## src/rtl/pipelined_borrow_subtractor_if.sv

```systemverilog
// Operand/result handshake bundle for the pipelined borrow subtractor.
// The master offers operands and accepts results; the slave is the pipeline.
interface pipelined_borrow_subtractor_if;
    logic        in_valid;
    logic        in_ready;
    logic [15:0] a;
    logic [15:0] b;
    logic        bin;
    logic        out_valid;
    logic        out_ready;
    logic [15:0] diff;
    logic        bout;
    logic        ovf;

    modport master (
        output in_valid, a, b, bin, out_ready,
        input  in_ready, out_valid, diff, bout, ovf
    );

    modport slave (
        input  in_valid, a, b, bin, out_ready,
        output in_ready, out_valid, diff, bout, ovf
    );
endinterface

```

## src/rtl/pipelined_borrow_subtractor.sv

```systemverilog
// Five-stage 16-bit a - b - bin subtractor; each stage resolves one bit segment and
// hands its borrow to the next stage through a register. The whole pipe advances as one.
module pipelined_borrow_subtractor (
    input logic                          clk,
    input logic                          rst,
    pipelined_borrow_subtractor_if.slave bus
);
    localparam int NumStages = 5;
    localparam int SegLo [NumStages] = '{0, 2, 4, 7, 11};
    localparam int SegW  [NumStages] = '{2, 2, 3, 4, 5};

    logic                 adv;
    logic [NumStages-1:0] valid_q;
    logic [NumStages-1:0] borrow_q;
    logic [15:0]          diff_q [NumStages];
    logic [15:0]          a_q    [NumStages-1];
    logic [15:0]          b_q    [NumStages-1];
    logic                 ovf_q;

    logic [NumStages-1:0] valid_in;
    logic [NumStages-1:0] borrow_in;
    logic [NumStages-1:0] borrow_d;
    logic [15:0]          a_in    [NumStages];
    logic [15:0]          b_in    [NumStages];
    logic [15:0]          diff_in [NumStages];
    logic [15:0]          diff_d  [NumStages];
    logic [15:0]          a_d     [NumStages-1];
    logic [15:0]          b_d     [NumStages-1];
    logic [5:0]           seg_res [NumStages];
    logic                 ovf_d;

    // Ripple of a + ~b + ~bor over the low w bits; returns {borrow_out, diff_bits}.
    function automatic logic [5:0] seg_sub(input logic [4:0] x, input logic [4:0] y,
                                           input logic bor, input int w);
        logic [4:0] s;
        logic       c;
        logic       p;
        logic       g;
        s = '0;
        c = ~bor;
        for (int i = 0; i < 5; i++) begin
            if (i < w) begin
                p    = x[i] ^ ~y[i];
                g    = x[i] & ~y[i];
                s[i] = p ^ c;
                c    = g | (p & c);
            end
        end
        return {~c, s};
    endfunction

    always_comb begin
        adv          = bus.out_ready | ~valid_q[NumStages-1];
        valid_in[0]  = bus.in_valid;
        a_in[0]      = bus.a;
        b_in[0]      = bus.b;
        borrow_in[0] = bus.bin;
        diff_in[0]   = '0;
        for (int k = 1; k < NumStages; k++) begin
            valid_in[k]  = valid_q[k-1];
            a_in[k]      = a_q[k-1];
            b_in[k]      = b_q[k-1];
            borrow_in[k] = borrow_q[k-1];
            diff_in[k]   = diff_q[k-1];
        end
        for (int k = 0; k < NumStages; k++) begin
            seg_res[k]  = seg_sub(5'(a_in[k] >> SegLo[k]), 5'(b_in[k] >> SegLo[k]),
                                  borrow_in[k], SegW[k]);
            borrow_d[k] = seg_res[k][5];
            diff_d[k]   = diff_in[k] | (16'(seg_res[k][4:0]) << SegLo[k]);
        end
        // Only the operand bits of later segments travel on.
        for (int k = 0; k < NumStages - 1; k++) begin
            a_d[k] = a_in[k] & ~((16'd1 << (SegLo[k] + SegW[k])) - 16'd1);
            b_d[k] = b_in[k] & ~((16'd1 << (SegLo[k] + SegW[k])) - 16'd1);
        end
        ovf_d = (a_in[NumStages-1][15] ^ b_in[NumStages-1][15]) &
                (diff_d[NumStages-1][15] ^ a_in[NumStages-1][15]);
    end

    always_ff @(posedge clk) begin
        if (rst) begin
            valid_q  <= '0;
            borrow_q <= '0;
            ovf_q    <= 1'b0;
            for (int k = 0; k < NumStages; k++) diff_q[k] <= '0;
            for (int k = 0; k < NumStages - 1; k++) begin
                a_q[k] <= '0;
                b_q[k] <= '0;
            end
        end else if (adv) begin
            valid_q  <= valid_in;
            borrow_q <= borrow_d;
            ovf_q    <= ovf_d;
            for (int k = 0; k < NumStages; k++) diff_q[k] <= diff_d[k];
            for (int k = 0; k < NumStages - 1; k++) begin
                a_q[k] <= a_d[k];
                b_q[k] <= b_d[k];
            end
        end
    end

    assign bus.in_ready  = adv;
    assign bus.out_valid = valid_q[NumStages-1];
    assign bus.diff      = diff_q[NumStages-1];
    assign bus.bout      = borrow_q[NumStages-1];
    assign bus.ovf       = ovf_q;
endmodule

```

## src/flat_wrapper.sv

```systemverilog
// flat-port wrapper written by rule: the top's interface ports become plain ports
module pipelined_borrow_subtractor_flat 
  (clk, rst, bus_in_valid, bus_a, bus_b, bus_bin, bus_out_ready, bus_in_ready, bus_out_valid, bus_diff, bus_bout, bus_ovf);
  pipelined_borrow_subtractor_if bus_i ();
  input logic clk;
  input logic rst;
  input wire logic [$bits(bus_i.in_valid)-1:0] bus_in_valid;
  input wire logic [$bits(bus_i.a)-1:0] bus_a;
  input wire logic [$bits(bus_i.b)-1:0] bus_b;
  input wire logic [$bits(bus_i.bin)-1:0] bus_bin;
  input wire logic [$bits(bus_i.out_ready)-1:0] bus_out_ready;
  output wire logic [$bits(bus_i.in_ready)-1:0] bus_in_ready;
  output wire logic [$bits(bus_i.out_valid)-1:0] bus_out_valid;
  output wire logic [$bits(bus_i.diff)-1:0] bus_diff;
  output wire logic [$bits(bus_i.bout)-1:0] bus_bout;
  output wire logic [$bits(bus_i.ovf)-1:0] bus_ovf;
  assign bus_i.in_valid = bus_in_valid;
  assign bus_i.a = bus_a;
  assign bus_i.b = bus_b;
  assign bus_i.bin = bus_bin;
  assign bus_i.out_ready = bus_out_ready;
  assign bus_in_ready = bus_i.in_ready;
  assign bus_out_valid = bus_i.out_valid;
  assign bus_diff = bus_i.diff;
  assign bus_bout = bus_i.bout;
  assign bus_ovf = bus_i.ovf;
  pipelined_borrow_subtractor u_core (.clk(clk), .rst(rst), .bus(bus_i));
endmodule
```

## config.mk

```make
export PLATFORM = sky130hd
export DESIGN_NAME = pipelined_borrow_subtractor_flat
export DESIGN_NICKNAME = d
export VERILOG_FILES = /design/src/rtl/pipelined_borrow_subtractor_if.sv /design/src/rtl/pipelined_borrow_subtractor.sv /design/src/flat_wrapper.sv
export SDC_FILE = /design/constraint.sdc
export NUM_CORES = 1
export LEC_CHECK = 0
export BUFFER_PORTS_ARGS = -buffer_cell sky130_fd_sc_hd__buf_2
export CORE_MARGIN = 2
export CORE_UTILIZATION = 52
export CTS_CLUSTER_DIAMETER = 40
export DETAILED_ROUTE_END_ITERATION = 10
export HOLD_SLACK_MARGIN = 0.03
export PLACE_DENSITY = 0.69
export SLEW_MARGIN = 30
export SYNTH_ARGS = -nofsm -noshare
export SYNTH_HDL_FRONTEND = slang
export SYNTH_SLANG_ARGS = --single-unit
export TNS_END_PERCENT = 100
```

## constraint.sdc

```tcl
create_clock -name clk -period 8.3 [get_ports clk]
set_input_delay 0.415 -clock clk [delete_from_list [all_inputs] [get_ports clk]]
set_output_delay 0.415 -clock clk [all_outputs]
set_load 0.005 [all_outputs]
```

# ---- After elaboration in Yosys (flattened, before gate mapping)
# Memory sizes are Yosys's and may differ from the RTL's.
# Index checks and enable logic that the tools add are counted.
dict set report totals {
  reg_bits 11
  ramBits 192
  input_bits 37
  elab_cells 152
  n_memories 3
}
dict set report op_classes {
  n_mux 18
  bitwise_logic 128
}
# memory depth word_bits rd rd_clocked_by_memory_dff wr line
set memory_table {}
lappend memory_table {u_core.diff_q 5 16 5 0 5 pipelined_borrow_subtractor.sv:15} ;# logic [15:0] diff_q [NumStages];
lappend memory_table {u_core.a_q 4 14 4 0 4 pipelined_borrow_subtractor.sv:16} ;# logic [15:0] a_q [NumStages-1];
lappend memory_table {u_core.b_q 4 14 4 0 4 pipelined_borrow_subtractor.sv:17} ;# logic [15:0] b_q [NumStages-1];
# operator n
set ops {}
lappend ops {{$mux 14} 8}
lappend ops {{$mux 16} 5}
lappend ops {{$xor 1x1->1} 34}
lappend ops {{$and 1x1->1} 33}
lappend ops {{$or 1x1->1} 30}
lappend ops {{$not 1->1} 27}
lappend ops {{$or 16x11->16} 1}
lappend ops {{$or 16x16->16} 1}
lappend ops {{$or 16x4->16} 1}
lappend ops {{$or 16x7->16} 1}
lappend ops {{$mux 1} 5}

# ---- Longest topological paths before layout
# Gate-level depths: netlist of run 1.
# An unclocked memory read counts as a cell.
dict set report depth {
  depth_word 15
  mapped_depth 9
}

# ---- Worst setup path before layout of run 1
# No wires, ideal clock.
dict set report synth_path {
  path_type {input -> register}
  start {input port rst}
  end {memory u_core.a_q[0][0] in the netlist's numbering (enable)}
  t_arrival_ns 3.316
  required_time_ns 7.800
  slack_ns 4.484
  path_stages 1
  path_cell_list {nand2b_1}
}
# element line
set synth_rtl {}
lappend synth_rtl {{start, declared} flat_wrapper.sv:6} ;# input logic rst;
lappend synth_rtl {{end, declared} pipelined_borrow_subtractor.sv:16}

==> metrics.md, run 1 <==
| Metric | Value |
|---|---|
| Max-cap violations | 0 |
| H-tree depth | 4 |
| HP Class | in2reg |
| Total CTS buffers | 17 |
| Met3 Use GR | between 5 and 6% |
| GRT Overall Usage | ~14% |
| VDD IR-drop max | approximately 0.15 mV |
| Number of synthesized flops with an enable pin | 120 |
| # DRC | 0 |
| Largest cells by area after synthesis | edfxtp_1, and2_1, fa_1, dfxtp_1, buf_6 |
| Warning count from the yosys run | 0 |
| Cell Count, Final, Fillers Out | between 500 and 600 |
| Top cell type's share of synthesized area | 68.8% |
| Synth Area per Inst | between 15 and 20 um^2 |
| Sw Share | a little under a fifth |
| Largest net degree at the start of global routing | between 70 and 80 |
| Die W | about 100 um |
| Comb pwr share | about 4.3% |
| Cell count after placement | 514 |
| Slew margin rel. | 38.2% |
| Critical Path End Type | register |
| Clock sink count | 131 |
| GP Congestion | 0.722 |
| Area growth from synthesis to layout | 18.7% |
| First-pass GRT wire length | 11800 um |
| DIE HEIGHT | 104 um |
| Share of post-route cells with drive strength above 1 | 21.8% |
| DR iter-0 viols | 105 |
| Die area | 10900 um^2 |
| Congestion Overflow GR | 0 |
| Slew of the pin with the lowest slew margin | 928 ps |
| Sequential fraction of design power | 47.4% |
| First-pass iteration count of the detailed router | 4 |
| Req. time, crit path | approximately 8700 ps |
| Crit path arrival time | roughly 3600 ps |
| Mapped Area | around 5200 um^2 |
| Register bit count reported by yosys | between 100 and 150 |
| WL/cell | ~13 um |
| Post-detail-place hpwl | approximately 3900 um |
| Area leader, netlist | edfxtp_1 |
| Routed WL | ~7000 um |
| Clock transition at path regs | roughly 60 ps |
| Clk_lat worst skew | 510 ps |
| Core region area | 9770 um^2 |
| Final ANT Viol Nets | 0 |
| Final hold vios | 0 |
| Cts repair resizes | 0 |
| Postcts setup bufs | 0 |
| P_sw | approximately 0.31 mW |
| Achievable clock frequency | between 300 and 400 MHz |
| Post-route setup TNS | 0 ps |
| Max clock buf depth | 2 |
| Lkg Pwr | ~2.6 nW |
| Post-synth cell types | 18 |
| CP Class | reg2reg |
| Synth top cells by count | edfxtp_1, and2_1, nand2_1 |
| PortBufs | 56 |
| Clock share of power | 48.3% |
| PwrDens | between 200 and 300 nW/um^2 |
| Gr busiest metal | met2 |
| Hold_buf cts | 0 |
| Outcome | finished, final reports clean |
| Most frequent cell after synthesis | edfxtp_1 |
| Int Pwr | between 1 and 1.5 mW |
| Detailed-route via count | ~2500 |
| Crit start category | register |
| Critical-path maximum fanout | 2 |
| Vias per cell | 4.59 |
| Cell count after synthesis | ~340 |
| R2r setup slk | 5130 ps |
| Final net count | between 400 and 500 |
| Initial Util | between 50% and 60% |
| I/O pins | 57 |
| CTS tree | done |
| Seq/Total Area, Yosys | 73.0% |
| Post-Syn Nets | approximately 400 |
| Met2 GRT Util | a little over a fifth |
| Row Count | 36 |
| RSZ-0062 raised after global routing | no |
| Clock Tree Root | clkbuf_8 |
| Main flop type after synthesis | edfxtp_1 |
| Tcrit/Tclk final | a little under two fifths |
| Fin. max-slew vios | 0 |
| Number of global-route vias before repair | around 2600 |
| Final setup fails | 0 |
| Diode count | 0 |
| Met1 Use GR | between 10% and 20% |
| Synth async-reset ratio | 0% |
| Clock Skew | approximately 4.7 ps |
| Tmin final | 3170 ps |
| Initial antenna violation count | 0 |
## power by group through the flow
stage / registers, mW / clock network (mW) / logic (mW)
3_3_place_gp: 0.778 / 0 / 0.0670
4_1_cts: 0.767 / 0.793 / 0.0717
2_1_floorplan: 0.777 / 0 / 0.0472
5_1_grt: 0.770 / 0.826 / 0.0815
3_5_place_dp: 0.780 / 0 / 0.0692
6_report: 0.766 / 0.780 / 0.0699
## cells in the final DEF, fill, tap and decap left out, drive strengths merged
cell type	count
nand2	19
dfxtp	11
or3	1
clkbuf	19
clkinvlp	2
ha	1
nor2	19
fa	16
nor2b	1
bufinv	5
buf	58
and2	104
nand2b	2
a21oi	10
edfxtp	120
xor2	1
inv	18
clkinv	6
## final timing paths
check | start | end | depth (start not counted)
worst max register to register | u_core.b_q[3][9]$_SDFFCE_PN0P_ | u_core.bus.ovf$_SDFFE_PP0P_ | 8
worst max-delay path | u_core.b_q[3][9]$_SDFFCE_PN0P_ | u_core.bus.ovf$_SDFFE_PP0P_ | 8
worst min-delay path | bus_a[2] | u_core.a_q[0][0]$_SDFFCE_PN0P_ | 2
worst min register to register | u_core.valid_q[0]$_SDFFE_PP0P_ | u_core.valid_q[0]$_SDFFE_PP0P_ | 2
## flip-flops by register name, indices dropped and copies added, names as in the netlist
name             flops
u_core.a_q          40
u_core.b_q          40
u_core.diff_q       40
u_core.borrow_q      5
u_core.valid_q       5
u_core.bus.ovf       1
## cell families (layout without fill, tap and decap cells)
group	Yosys count	after routing	share of synthesized area, %
AOI/OAI and AO/OA	10	10	0.955
xor gates and xnor gates	1	1	0.167
adders and majority gates	17	17	6.35
buffers and inverters	34	108	3.63
DFF	131	131	73.0
and+or+nand+nor	146	146	15.9
## cell type report
cell class,count,area (um^2)
repair buffers,58,295
well taps,133,166
multi-input cells,174,1230
flip-flops and latches,131,3820
fillers,739,3560
inverters,18,67.6
clock buffers,19,422
clock inverters,13,209
## stage by stage
step                setup WS, ps  area, um^2  total power, mW  hold WS [ps]  utilization, %
floorplan                   4480        5240            0.825           432               -
global placement            5190        5590            0.845           438            57.1
detailed placement          5150        5590            0.849           445            57.1
CTS                         5120        6220             1.63           152            63.6
global route                4980        6220             1.68           153            63.6
finish                      5130        6220             1.62           179            63.6
## critical path, stage by stage (launching register included)
cell	delay, ps
edfxtp_1	390
fa_1	450
fa_1	400
fa_1	390
fa_1	390
fa_1	480
xor2_1	170
or3_1	300
a21oi_1	130
## metal layers
layer	part of all wire, %	wire length [um]	vias up
met5	0	0	-
li1	-	-	1256
met1	44	3020	1170
met4	1.5	106	0
met2	49	3390	68
met3	5.4	371	13
Power figures use the tool's default switching activity.
==> run 2: changes to the inputs <==
Settings changed: ABC_AREA from default to 1, PLACE_DENSITY 0.69 to 0.72.
Clock period 8.3 ns to 2.5 ns, I/O delays scaled along.
==> run 2 against run 1 <==
Compared with the run above:
- the flow now finishes with violations (setup timing)
- register-to-register slack worse by 5400 ps
- clock power grew to 3.4 times the previous value
- hold slack worse by 100 ps
- maximum frequency is 15% higher
- synthesized cell count is 32% higher
- non-clock buffer count is 35 higher
- clock-buffer cell count stayed put
- die area is 2.9% higher
- synthesized area is 3.0% higher
- final cell count is 27% higher
==> metrics.md, run 2 <==
| Metric | Value |
|---|---|
| Routed WL | approximately 7600 um |
| CP Class | reg2reg |
| Post-route setup TNS | -494 ps |
| Area leader, netlist | edfxtp_1 |
| P_sw | approximately 1.1 mW |
| Cells along the critical path | inv_2 -> fa_2 -> fa_2 -> fa_2 -> fa_2 -> fa_1 -> inv_1 -> nor2_1 -> nor2_1 -> nand2_1 -> nand2_1 |
| Largest cells by area after synthesis | edfxtp_1, inv_1, nor2_1, fa_1, dfxtp_1 |
| DIE HEIGHT | 106 um |
| Most frequent cell after synthesis | inv_1 |
| Clock share of power | 47.9% |
| Setup WS post-layout | -254 ps |
| Total CTS buffers | 17 |
| HP Class | in2reg |
| Congestion Overflow GR | 0 |
| Warning count from the yosys run | 0 |
| Crit path arrival time | roughly 3200 ps |
| Mapped Area | about 5400 um^2 |
| PwrDens | between 800 and 900 nW/um^2 |
| DR iter-0 viols | ~210 |
| Clock Tree Root | clkbuf_8 |
| Post-DP Area | between 5000 and 6000 um^2 |
| Most common cell on crit path | fa_2 |
| First-pass GRT wire length | around 13000 um |
| Final ANT Viol Nets | 0 |
| Final hold vios | 0 |
| Share of post-route cells with drive strength above 1 | 20.0% |
| Area growth from synthesis to layout | 25.0% |
| # DRC | 0 |
| Int Pwr | 4.42 mW |
| Largest stage delay, worst path | just over 500 ps |
| Achievable clock frequency | around 360 MHz |
| I/O pins | 57 |
| Largest regs | u_core.a_q x40, u_core.b_q x40, u_core.diff_q x40 |
| Final net count | around 600 |
| Die W | roughly 110 um |
| Critical-path maximum fanout | 2 |
| Post-Syn Nets | about 500 |
| Layout Utilization | between 60% and 70% |
| Commonest cells after routing, fill and taps aside | inv_1, edfxtp_1, nor2_1 |
| RSZ-0062 raised after global routing | yes |
| Initial antenna violation count | 0 |
| Critical Path End Type | register |
| PnR Total Power | about 5.5 mW |
| Post-detail-place hpwl | 4110 um |
| Fin. max-slew vios | 0 |
| Main flop type after synthesis | edfxtp_1 |
| Register bit count reported by yosys | between 100 and 150 |
| Crit start category | register |
| Clk_lat worst skew | 500 ps |
| Req. time, crit path | 2890 ps |
| Outcome | finished, violations left |
| Vias per cell | 4.21 |
| Cell count after placement | between 600 and 700 |
| Post-route cell area | a little under 7000 um^2 |
| Core region area | 10200 um^2 |
| Number of synthesized flops with an enable pin | between 100 and 150 |
| Clock Skew | between 6 and 7 ps |
| Synth async-reset ratio | 0% |
| Sw Share | between 15 and 20% |
| Detailed-route via count | a little under 3000 |
| Lkg Pwr | 3.02 nW |
| Max clock buf depth | 2 |
| Cell count after synthesis | roughly 450 |
| Slew margin rel. | between 30% and 40% |
| H-tree depth | 4 |
| Comb pwr share | under 10% |
| Synth Area per Inst | between 10 and 15 um^2 |
| Row Count | 37 |
| Tmin final | about 2800 ps |
| Final setup fails | 2 |
| Sequential fraction of design power | 46.3% |
| Die area | 11200 um^2 |
| Failing checks | setup timing |
| Largest net degree at the start of global routing | 72 |
| Top cell type's share of synthesized area | between 60% and 70% |
| Slew of the pin with the lowest slew margin | ~910 ps |
| GRT Overall Usage | 15.5% |
| Post-synth cell types | 13 |
| Tcrit/Tclk final | 110% |
| Initial Util | between 50 and 60% |
| Number of global-route vias before repair | 3017 |
| Cell Count, Final, Fillers Out | about 700 |
| GP Congestion | between 0.7 and 0.8 |
| WL/cell | ~11 um |
| Clock transition at path regs | ~60 ps |
| Worst hold slack | approximately 74 ps |
| Most common cell after layout, fill and taps aside | inv_1 |
| Diode count | 0 |
| First-pass iteration count of the detailed router | 5 |
| Dpl ws | -292 ps |
| VDD IR-drop max | 0.494 mV |
| Synth top cells by count | inv_1, edfxtp_1, nor2_1 |
| PortBufs | 56 |
| CTS tree | done |
| Clock sink count | about 130 |
| Seq/Total Area, Yosys | ~71% |
| Max-cap violations | 0 |
| Crit-path slowest cell | fa_1 |
==> run 2: changes by cell type after synthesis, moves of 3 or more <==
| cell | previous run | this run |
|---|---|---|
| inv_1 | 18 | 127 |
| nor2_2 | 0 | 11 |
| nand2_1 | 19 | 31 |
| nor2_1 | 18 | 113 |
| a21oi_1 | 10 | 0 |
| clkbuf_1 | 5 | 0 |
| and2_1 | 104 | 0 |
| buf_6 | 7 | 10 |
==> run 2: final cells by class <==
type / instances / area (um^2)
clock buffer: 19 / 432
inverter: 128 / 480
tap: 136 / 170
clock inverter: 13 / 206
timing repair buffer: 93 / 648
multi-input combinational: 176 / 987
fill: 742 / 3440
sequential: 131 / 3820
==> run 2: worst max-delay path: cells and delay by family, from the launching register on <==
kind                     cells  cell delay [ps]
AND/OR/NAND/NOR              4              250
buffers and inverters        2              110
flip-flops                   1              340
adder cells (fa/ha/maj)      5             1950
==> run 2: power by group through the flow <==
stage                     combinational (mW)  clock (mW)  sequential [mW]
final                                  0.319        2.64             2.55
after global routing                   0.372        2.77             2.57
after CTS                              0.317        2.68             2.56
after detailed placement               0.277           0             2.60
after global placement                 0.265           0             2.60
after floorplan                        0.198           0             2.59
==> run 2: metal layers <==
layer  GRT usage [%]  vias up  wire length [um]
met5               0        -                 0
met4            7.24        0                93
met3            5.26        9               314
met2            26.0       61              3890
met1            18.0     1321              3270
li1                -     1541                 -
==> run 2: cells by family (layout without fill, tap and decap cells) <==
logic type / count (synthesis) / count (layout) / share of synthesized area, %
compound gates: 2 / 2 / 0.185
simple gates: 157 / 157 / 11.5
flops: 131 / 131 / 70.9
buf+inv: 141 / 253 / 11.3
fa+ha+maj: 17 / 17 / 6.17
==> run 2: repair_timing <==
item,CTS,global route
pin swaps,2,0
hold buffers,31,0
gates cloned,0,0
endpoints found under the setup margin,2,2
gates resized for setup,1,0
setup buffers,0,1
hold endpoints to repair,39,0
==> run 2: path summary, 6_finish.rpt <==
kind                            cells past startpoint  slack (ps)                                end                           start
worst min-delay path                                3          70  u_core.diff_q[0][0]$_SDFFCE_PN0P_                        bus_b[0]
worst min register to register                      2         440     u_core.valid_q[2]$_SDFFE_PP0P_  u_core.valid_q[1]$_SDFFE_PP0P_
worst max register to register                     11        -250        u_core.bus.ovf$_SDFFE_PP0P_  u_core.a_q[3][9]$_SDFFCE_PN0P_
worst max-delay path                               11        -250        u_core.bus.ovf$_SDFFE_PP0P_  u_core.a_q[3][9]$_SDFFCE_PN0P_
==> run 3: changes to the inputs <==
Settings changed: PLACE_DENSITY 0.72 to 0.79.
==> run 3 against run 2 <==
Compared with the run above:
- the flow still finishes with violations (setup timing)
- via count is 4.4% higher
- non-clock buffer count is 1 lower
- critical endpoint unchanged
- global-route usage is 0.49 points higher
- final cell count is 0.14% lower
- clock-buffer cell count is 1 lower
- first-iteration DRC count is 20% lower
- power is 3.2% lower
==> metrics.md, run 3 (synthesis gave the netlist of run 2 again) <==
| Metric | Value |
|---|---|
| Layout Utilization | between 60 and 70% |
| Largest net degree at the start of global routing | 90 |
| Core region area | a little over 10000 um^2 |
| Critical Path End Type | register |
| Int Pwr | around 4.2 mW |
| H-tree depth | 4 |
| Die area | 11200 um^2 |
| Die W | approximately 110 um |
| Sequential fraction of design power | between 40 and 50% |
| Clock Skew | around 7.1 ps |
| Final net count | 600 |
| Final ANT Viol Nets | 0 |
| First-pass iteration count of the detailed router | 4 |
| # DRC | 0 |
| Congestion Overflow GR | 0 |
| Req. time, crit path | between 2000 and 3000 ps |
| GP Congestion | 0.759 |
| Outcome | finished, violations left |
| Commonest cells after routing, fill and taps aside | inv_1, edfxtp_1, nor2_1 |
| Detailed-route via count | approximately 3000 |
| Final hold vios | 0 |
| Max clock buf depth | 2 |
| HP Class | in2reg |
| Clock Tree Root | clkbuf_8 |
| Fin. max-slew vios | 0 |
| Comb pwr share | 6.2% |
| WL/cell | between 10 and 15 um |
| Tcrit/Tclk final | 112% |
| First-pass GRT wire length | roughly 14000 um |
| CP Class | reg2reg |
| Post-detail-place hpwl | 4350 um |
| Clock sink count | 131 |
| Failing checks | setup timing |
| Tmin final | 2800 ps |
| Initial antenna violation count | 0 |
| Lkg Pwr | about 3 nW |
| Cell Count, Final, Fillers Out | 695 |
| DIE HEIGHT | around 110 um |
| Final setup fails | 2 |
| Number of global-route vias before repair | between 3000 and 4000 |
| P_sw | ~1.1 mW |
| Setup WS post-layout | -297 ps |
| VDD IR-drop max | 0.462 mV |
| Achievable clock frequency | ~360 MHz |
| Slew margin rel. | 64.2% |
| Area growth from synthesis to layout | 24.7% |
| Filler instances | between 700 and 800 |
| Share of post-route cells with drive strength above 1 | 19.9% |
| Sw Share | 21.2% |
| Cell count after placement | ~630 |
| CTS tree | done |
| Slew of the pin with the lowest slew margin | about 540 ps |
| Most common cell after layout, fill and taps aside | inv_1 |
| Vias per cell | between 4 and 5 |
| PwrDens | approximately 790 nW/um^2 |
| DR iter-0 viols | roughly 170 |
| Largest regs | u_core.a_q x40, u_core.b_q x40, u_core.diff_q x40 |
| Row Count | 37 |
| Clock transition at path regs | roughly 60 ps |
| Clk_lat worst skew | roughly 520 ps |
| GRT Overall Usage | 16.0% |
| Total CTS buffers | 17 |
| I/O pins | 57 |
| Initial Util | roughly 53% |
| Routed WL | 8110 um |
| Max-cap violations | 0 |
| Diode count | 0 |
| Crit start category | register |
| PortBufs | 56 |
| RSZ-0062 raised after global routing | yes |
| Critical-path maximum fanout | 2 |
| Clock share of power | between 40% and 50% |
| Crit path arrival time | ~3200 ps |
## run 3: worst paths after layout
path	slack, ps	from	depth (start not counted)	endpoint
setup / recovery	-300	u_core.b_q[3][9]$_SDFFCE_PN0P_	10	u_core.bus.ovf$_SDFFE_PP0P_
hold / removal	50	bus_b[0]	3	u_core.diff_q[0][0]$_SDFFCE_PN0P_
setup reg to reg	-300	u_core.b_q[3][9]$_SDFFCE_PN0P_	10	u_core.bus.ovf$_SDFFE_PP0P_
hold reg to reg	450	u_core.valid_q[2]$_SDFFE_PP0P_	2	u_core.valid_q[3]$_SDFFE_PP0P_
## run 3: layer usage
layer  vias to the layer above  wire length (um)  global-route usage (%)
li1                       1541                 -                       -
met1                      1425              3210                    17.9
met2                        77              4310                    27.1
met3                        17               403                    5.75
met4                         0               193                    7.89
met5                         -                 0                       0
## run 3: final cells by class
class	instances	area (um^2)	area share, %
clock buffers	18	418	6.21
repair buffers	92	666	9.89
multi-input cells	176	990	14.7
flip-flops and latches	131	3820	56.8
inverters	128	480	7.14
clock inverters	14	181	2.70
well taps	136	170	2.53
## run 3: power by group through the flow
stage                     Clock, mW  Sequential, mW  Combinational, mW
after floorplan                   0            2.59              0.198
after global placement            0            2.59              0.265
after detailed placement          0            2.60              0.283
after CTS                      2.48            2.56              0.333
after global routing           2.58            2.57              0.379
final                          2.44            2.56              0.333
## run 3: through the flow
stage	hold slack, ps	cell area (um^2)	power, mW	setup WS [ps]	setup TNS (ps)
after floorplan	238	5410	2.79	-117	-161
after global placement	328	5810	2.86	-174	-263
after detailed placement	328	5810	2.88	-286	-459
after CTS	32.0	6730	5.37	-278	-519
after global routing	56.3	6730	5.53	-368	-709
final	49.2	6730	5.33	-297	-577
## run 3: critical path, stage by stage, from the launching register on
cell and delay [ps]:
edfxtp_1 400, fa_2 370, fa_2 340, fa_2 350, fa_2 370, fa_1 520, inv_1 70, nor2_1 100
nor2_1 60, nand2_1 60, nand2_1 60
## run 3: what timing repair did
action	CTS	global route
hold buffers	31	0
resized for setup	1	0
hold endpoints to repair	39	0
pin swaps	1	0
buffers inserted	1	0
endpoints found under the setup margin	2	3
